===== config.mk =====
export PLATFORM = sky130hd
export DESIGN_NAME = regfile_wb_arbiter
export DESIGN_NICKNAME = d
export VERILOG_FILES = /design/src/rtl/regfile_wb_arbiter.sv
export SDC_FILE = /design/constraint.sdc
export NUM_CORES = 1
export LEC_CHECK = 0
export CELL_PAD_IN_SITES_DETAIL_PLACEMENT = 2
export CELL_PAD_IN_SITES_GLOBAL_PLACEMENT = 2
export CORE_MARGIN = 3
export CORE_UTILIZATION = 36
export CTS_BUF_LIST = sky130_fd_sc_hd__clkbuf_2
export DETAILED_ROUTE_END_ITERATION = 16
export PLACE_DENSITY = 0.95
export SETUP_SLACK_MARGIN = 0.5
export SYNTH_ARGS = -nofsm -noshare
export SYNTH_HDL_FRONTEND = slang
export SYNTH_SLANG_ARGS = --single-unit

===== constraint.sdc =====
create_clock -name clk -period 6.02 [get_ports clk]
set_clock_uncertainty 0.05 [all_clocks]
set_input_delay 0.602 -clock clk [delete_from_list [all_inputs] [get_ports clk]]
set_output_delay 0.602 -clock clk [all_outputs]
set_load 0.02 [all_outputs]

===== src/rtl/regfile_wb_arbiter.sv =====
// -----------------------------------------------------------------------------
// regfile_wb_arbiter
//
// Shares the register file's single write port between two requesters:
//   - Port A, the MEM/WB writeback. It has fixed priority and no backpressure.
//   - Port B, the long-latency units (mult/div, uncached loads). It delivers
//     results through a valid/ready handshake into a small FIFO.
// Queued writes drive RAW hazard flags back to ID. When the FIFO head is
// starved by continuous port-A traffic, a stall request asks the pipeline
// to issue a bubble.
//
// Ports
//   clk, rst                  clock; synchronous active-high reset
//   a_we, a_waddr, a_wdata    pipeline writeback request (address 0 = no-op)
//   b_valid, b_waddr, b_wdata multicycle result (address 0 = dropped)
//   b_ready                   FIFO can accept (not full)
//   raddr1, raddr2            ID read addresses
//   hazard1, hazard2          read address matches a live queued write
//   stall_req                 FIFO head starved, request a bubble
//   we, waddr, wdata          registered regfile write port
// -----------------------------------------------------------------------------
module regfile_wb_arbiter #(
  parameter int DATA_W       = 32,
  parameter int ADDR_W       = 5,
  parameter int DEPTH        = 2,
  parameter int STARVE_LIMIT = 4
) (
  input  logic              clk,
  input  logic              rst,
  input  logic              a_we,
  input  logic [ADDR_W-1:0] a_waddr,
  input  logic [DATA_W-1:0] a_wdata,
  input  logic              b_valid,
  input  logic [ADDR_W-1:0] b_waddr,
  input  logic [DATA_W-1:0] b_wdata,
  output logic              b_ready,
  input  logic [ADDR_W-1:0] raddr1,
  input  logic [ADDR_W-1:0] raddr2,
  output logic              hazard1,
  output logic              hazard2,
  output logic              stall_req,
  output logic              we,
  output logic [ADDR_W-1:0] waddr,
  output logic [DATA_W-1:0] wdata
);

  localparam int PTR_W = (DEPTH > 1) ? $clog2(DEPTH) : 1;
  localparam int CNT_W = PTR_W + 1;
  localparam int STV_W = (STARVE_LIMIT > 1) ? $clog2(STARVE_LIMIT + 1) : 1;

  // FIFO storage. A slot's valid bit is cleared either when it is popped or
  // when a younger port-A write to the same address kills it. A killed slot
  // keeps its place in the FIFO until it reaches the head and is skipped.
  logic [DEPTH-1:0]  vld_reg;
  logic [ADDR_W-1:0] addr_mem [DEPTH];
  logic [DATA_W-1:0] data_mem [DEPTH];
  logic [PTR_W-1:0]  rd_ptr_reg;
  logic [PTR_W-1:0]  wr_ptr_reg;
  logic [CNT_W-1:0]  count_reg;
  logic [STV_W-1:0]  starve_reg;

  logic              we_reg;
  logic [ADDR_W-1:0] waddr_reg;
  logic [DATA_W-1:0] wdata_reg;
  logic              stall_reg;

  logic              empty;
  logic              full;
  logic              grant_a;
  logic              head_vld;
  logic              head_dead;
  logic              next_vld;
  logic              push;
  logic              push_vld;
  logic              fifo_wr;
  logic [1:0]        pop_cnt;
  logic [PTR_W-1:0]  nxt_ptr;
  logic [PTR_W-1:0]  sel_ptr;
  logic [DEPTH-1:0]  kill;
  logic [DEPTH-1:0]  popped;
  logic [DEPTH-1:0]  match1;
  logic [DEPTH-1:0]  match2;

  assign empty     = (count_reg == '0);
  assign full      = (count_reg == CNT_W'(DEPTH));
  assign nxt_ptr   = rd_ptr_reg + PTR_W'(1);
  assign grant_a   = a_we && (a_waddr != '0);
  assign head_vld  = !empty && vld_reg[rd_ptr_reg];
  assign head_dead = !empty && !vld_reg[rd_ptr_reg];
  assign next_vld  = (count_reg >= CNT_W'(2)) && vld_reg[nxt_ptr];

  // b_ready looks only at registered occupancy. A pop in the same cycle does
  // not free a slot for a push until the following cycle.
  assign b_ready   = rst || !full;

  // Address-0 results complete the handshake but never occupy a slot.
  assign push      = b_valid && !full && (b_waddr != '0);

  // A result arriving in the same cycle that port A writes the same register
  // is older than the pipeline write, so it is enqueued already dead.
  assign push_vld  = !(grant_a && (a_waddr == b_waddr));

  // Pop selection. A dead head is discarded without using the write slot.
  // When port A is idle, the entry behind a dead head may be written in the
  // same cycle, so a kill does not open a bubble. At most one dead entry is
  // skipped per cycle.
  always_comb begin
    pop_cnt = 2'd0;
    fifo_wr = 1'b0;
    sel_ptr = rd_ptr_reg;
    if (!grant_a) begin
      if (head_vld) begin
        fifo_wr = 1'b1;
        pop_cnt = 2'd1;
      end else if (head_dead) begin
        pop_cnt = 2'd1;
        if (next_vld) begin
          fifo_wr = 1'b1;
          sel_ptr = nxt_ptr;
          pop_cnt = 2'd2;
        end
      end
    end else if (head_dead) begin
      pop_cnt = 2'd1;
    end
  end

  // Per-slot kill, pop and hazard match terms.
  generate
    for (genvar gi = 0; gi < DEPTH; gi++) begin : g_slot
      assign kill[gi]   = grant_a && vld_reg[gi] && (addr_mem[gi] == a_waddr);
      assign popped[gi] = ((pop_cnt != 2'd0) && (rd_ptr_reg == PTR_W'(gi))) ||
                          ((pop_cnt == 2'd2) && (nxt_ptr == PTR_W'(gi)));
      assign match1[gi] = vld_reg[gi] && (addr_mem[gi] == raddr1);
      assign match2[gi] = vld_reg[gi] && (addr_mem[gi] == raddr2);
    end
  endgenerate

  // Entries already handed to the write port have left the FIFO. The regfile
  // bypass covers them, so they raise no hazard here.
  assign hazard1 = (raddr1 != '0) && (|match1);
  assign hazard2 = (raddr2 != '0) && (|match2);

  // Valid bits. The slot being pushed is never one being popped, because a
  // push only happens when the FIFO is not full.
  always_ff @(posedge clk) begin
    if (rst) begin
      vld_reg <= '0;
    end else begin
      for (int i = 0; i < DEPTH; i++) begin
        if (push && (wr_ptr_reg == PTR_W'(i))) begin
          vld_reg[i] <= push_vld;
        end else if (popped[i] || kill[i]) begin
          vld_reg[i] <= 1'b0;
        end
      end
    end
  end

  // Payload storage. It needs no reset because the valid bits qualify it.
  always_ff @(posedge clk) begin
    for (int i = 0; i < DEPTH; i++) begin
      if (push && (wr_ptr_reg == PTR_W'(i))) begin
        addr_mem[i] <= b_waddr;
        data_mem[i] <= b_wdata;
      end
    end
  end

  // Pointers and occupancy. DEPTH is a power of two, so pointers wrap
  // naturally.
  always_ff @(posedge clk) begin
    if (rst) begin
      rd_ptr_reg <= '0;
      wr_ptr_reg <= '0;
      count_reg  <= '0;
    end else begin
      rd_ptr_reg <= rd_ptr_reg + PTR_W'(pop_cnt);
      wr_ptr_reg <= wr_ptr_reg + PTR_W'(push);
      count_reg  <= count_reg - CNT_W'(pop_cnt) + CNT_W'(push);
    end
  end

  // Starvation. The counter runs only while a live head loses to port A.
  // It saturates at the limit. stall_req follows one cycle later, so it stays
  // up for the cycle in which the starved entry reaches the write port.
  always_ff @(posedge clk) begin
    if (rst) begin
      starve_reg <= '0;
      stall_reg  <= 1'b0;
    end else begin
      stall_reg <= (starve_reg == STV_W'(STARVE_LIMIT));
      if (empty || head_dead || (pop_cnt != 2'd0) || kill[rd_ptr_reg]) begin
        starve_reg <= '0;
      end else if (head_vld && (starve_reg != STV_W'(STARVE_LIMIT))) begin
        starve_reg <= starve_reg + STV_W'(1);
      end
    end
  end

  // Registered write port. It reads zero when idle.
  always_ff @(posedge clk) begin
    if (rst) begin
      we_reg    <= 1'b0;
      waddr_reg <= '0;
      wdata_reg <= '0;
    end else begin
      we_reg <= grant_a || fifo_wr;
      if (grant_a) begin
        waddr_reg <= a_waddr;
        wdata_reg <= a_wdata;
      end else if (fifo_wr) begin
        waddr_reg <= addr_mem[sel_ptr];
        wdata_reg <= data_mem[sel_ptr];
      end else begin
        waddr_reg <= '0;
        wdata_reg <= '0;
      end
    end
  end

  assign we        = we_reg;
  assign waddr     = waddr_reg;
  assign wdata     = wdata_reg;
  assign stall_req = stall_reg;

endmodule


==> run_results.csv <==
group,metric,value,unit
run_status,run_status,"finished, final reports clean",
pwr,p_sw,0.794,mW
timing,post-route-min-period,3.97,ns
pwr,p_clk_frac,0.207,
floorplanning,coreArea,15300,um^2
clocking,cts_tree,"done",
synth,async_flop_share,0,
clocking,clock_latency,0.69,ns
drt,vias,4822,
drt,drc,0,
pwr,p_int,1.42,mW
setup_path,r2r_start,"rd_ptr_reg",
placement,gp_congestion,0.823,
setup_path,r2r_setup_slack,2.39,ns
setup_path,cp.required,6.58,ns
clocking,ctsLongestPathBuffers,2,
setup_path,cp.depth,6,
setup_path,crit_family,"compound AO/OA/AOI/OAI gates",
setup_path,cp_slowest_cell,"a21oi_4",
timing,timing.final.crit_share,0.660,
synth,synthCells,497,
layout,finish.instance_area,7270,um^2
placement,dp_hpwl,13.6,mm
setup_path,reg2reg_depth,5,
setup_path,cp_max_fo,48,
pwr,p_per_area,304,nW/um^2
timing,drv_slew,0,
floorplanning,rows,45,
setup_path,end_kind,"flop",
pwr,power_leakage,2.43,nW
layout,nNetsFinal,696,
drt,drt_iter0_markers,366,
setup_path,worstPathArrival,4.53,ns
drt,ant_nets,0,
worst_hold_path,hold_class,"in2reg",
layout,largest_register_ffs,64,
floorplanning,die_area,17300,um^2
layout,fillCellCount,1594,
setup_path,startpoint,"a_waddr[4]",
synth,synth_seq_cells,122,
setup_path,reg2reg_to,"wdata[24]",
synth,yosysUniqueCellTypes,41,
layout,drive_above_1_share,0.0714,
setup_path,crit_chain,"clkdlybuf4s50_1 -> or4_4 -> o21a_2 -> or4_4 -> a21oi_4 -> a221o_1",
pwr,power_frac_seq,0.525,
clocking,hold_buffers,0,
clocking,post_cts_resized,0,
floorplanning,die_y,131,um
timing,grt_setup_unrepaired,"false",
drt,first_pass_iters,5,
layout,area_growth,28.3,%
setup_path,slowest_delay,0.99,ns
setup_path,timing.critical_path.to,"wdata[24]",
synth,synth_flop_cell,"edfxtp_1",
drt,vias_per_cell,5.82,
floorplanning,ios,130,
setup_path,crit_top_cell,"or4_4",
global_route,grt_util_all_layers,0.240,
placement,port_buffers,129,
synth,synth_edf_count,74,
timing,hold_viol,0,
synth,synth_fp_nets,590,
timing,fin_setup_tns,0,ns
placement,placed_cell_area,7080,um^2
clocking,h-tree-depth,4,
global_route,grt_pass1_vias,5484,
job,cap_violations,0,
global_route,antenna_found_initial,1,
timing,timing.fmax,0.252,GHz
global_route,overflow,0,
synth,yosysWarnings,0,
global_route,grt_first_pass_wirelength,32.0,mm
synth,syn-cell-area,5670,um^2
clocking,cts_inserted_buffers,17,
pwr,swShare,0.359,
drt,drt-wirelength-per-cell,24.7,um
clocking,cts_sinks,122,
setup_path,cp.buffers_inverters,1,
setup_path,start_kind,"primary input",
setup_path,critPathKind,"in2reg",
pwr,irDropWorstVdd,0.116,mV
synth,ys_seq_area_frac,0.562,
global_route,grt_start_max_net_pins,54,
floorplanning,start_util,0.370,
timing,worstMarginPinSlew,1.20,ns
pwr,combPwrFrac,0.268,
drt,wirelength,20.5,mm
timing,slew_headroom,0.196,
clocking,cts.clk_slew.worst_paths,0.19,ns
clocking,post_cts_buffers,0,
clocking,clockRootBuffer,"clkbuf_2",
synth,syn_avg_cell_area,11.4,um^2
floorplanning,die_w,131,um
timing,setup_viol,0,
-- cells by family after synthesis --
group                      after synthesis  share of synthesized area
xor gates and xnor gates                36                     0.0556
adders and majority gates                5                     0.0110
and+or+nand+nor                        102                      0.104
muxes                                    4                    0.00707
buffers and inverters                   54                     0.0406
AOI/OAI and AO/OA                      174                      0.220
DFF                                    122                      0.562
-- placed cells by master, fill, tap and decap left out, types with 3 or more instances in the layout --
cell type | netlist | final
dfxtp_1 | 48 | 47
clkinv_2 | 0 | 5
clkdlybuf4s50_1 | 0 | 129
a21oi_1 | 44 | 44
nor2_1 | 17 | 16
nand3_1 | 7 | 7
or4_1 | 3 | 3
a32oi_1 | 37 | 37
ha_1 | 5 | 3
edfxtp_1 | 74 | 74
o21ai_0 | 40 | 40
inv_1 | 10 | 10
nor4_1 | 7 | 7
and3_1 | 4 | 3
nand4_1 | 3 | 3
clkinv_1 | 0 | 3
clkbuf_2 | 0 | 20
nor2b_1 | 41 | 41
mux2i_1 | 4 | 4
nor3_1 | 3 | 3
xnor2_1 | 8 | 8
xor2_1 | 28 | 28
a221o_1 | 37 | 37
o211ai_1 | 3 | 3
nand2b_1 | 3 | 3
nand2_1 | 6 | 6
-- cell type report --
| type | instances | area, um^2 | share of cell area |
|---|---|---|---|
| Clock buffer | 20 | 100 | 0.0138 |
| Inverter | 10 | 37.5 | 0.00516 |
| Sequential cell | 122 | 3180 | 0.438 |
| Timing Repair Buffer | 131 | 1310 | 0.180 |
| Clock inverter | 12 | 83.8 | 0.0115 |
| Multi-Input combinational cell | 321 | 2290 | 0.315 |
| Tap cell | 211 | 264 | 0.0363 |
| Antenna cell | 1 | 2.50 | 0.000344 |
-- worst reg2reg max path, stage by stage, from the launching register on --
cell and delay [ns]:
dfxtp_2 1.08, o21a_1 0.25, nor2_1 0.07, or4_4 0.76, a21oi_4 1.00, a221o_1 0.35
-- power groups by stage --
stage / combinational [mW] / sequential, mW / clock (mW)
after floorplan: 0.358 / 1.11 / 0
after global placement: 0.530 / 1.16 / 0
final: 0.593 / 1.16 / 0.457
after CTS: 0.593 / 1.16 / 0.465
after global routing: 0.651 / 1.17 / 0.505
after detailed placement: 0.587 / 1.17 / 0
-- Yosys cell counts, drive strengths merged, types with 8 or more instances --
cell	n	share of area
dfxtp	48	0.17
nor2	17	0.011
xor2	28	0.043
nor2b	41	0.045
a32oi	37	0.057
a221o	37	0.065
o21ai	41	0.036
xnor2	8	0.012
edfxtp	74	0.39
a21oi	45	0.042
inv	10	0.0066
clkbuf	37	0.025
-- per-layer routing --
layer  vias up  track usage  wire length (um)
met1      2464        0.285              8440
met2       179        0.422             10600
met4         0        0.108               632
met5         -            0                 0
met3        38       0.0433               830
li1       2141            -                 -
-- stage by stage --
step | setup WS (ns) | std cells | utilization | hold slack, ns | power, mW
after floorplan | 3.08 | 497 | - | 0.426 | 1.47
after global placement | 1.60 | 795 | 0.463 | 0.432 | 1.69
after detailed placement | 1.40 | 795 | 0.463 | 0.445 | 1.76
after CTS | 2.12 | 827 | 0.475 | 0.367 | 2.21
after global routing | 1.94 | 828 | 0.475 | 0.363 | 2.33
final | 2.05 | 828 | 0.475 | 0.436 | 2.21
-- worst min-delay path by stage --
stage	start	endpoint	slack [ns]	depth (start not counted)
4_1_cts	b_wdata[19]	data_mem[0][19]	0.37	1
3_3_place_gp	data_mem[1][31]	wdata[31]	0.43	1
5_1_grt	b_wdata[30]	data_mem[1][30]	0.36	1
3_5_place_dp	data_mem[1][10]	wdata[10]	0.44	1
6_report	b_wdata[19]	data_mem[0][19]	0.44	1
2_1_floorplan	data_mem[1][0]	wdata[0]	0.43	1
(Power assumes the default switching activity.)
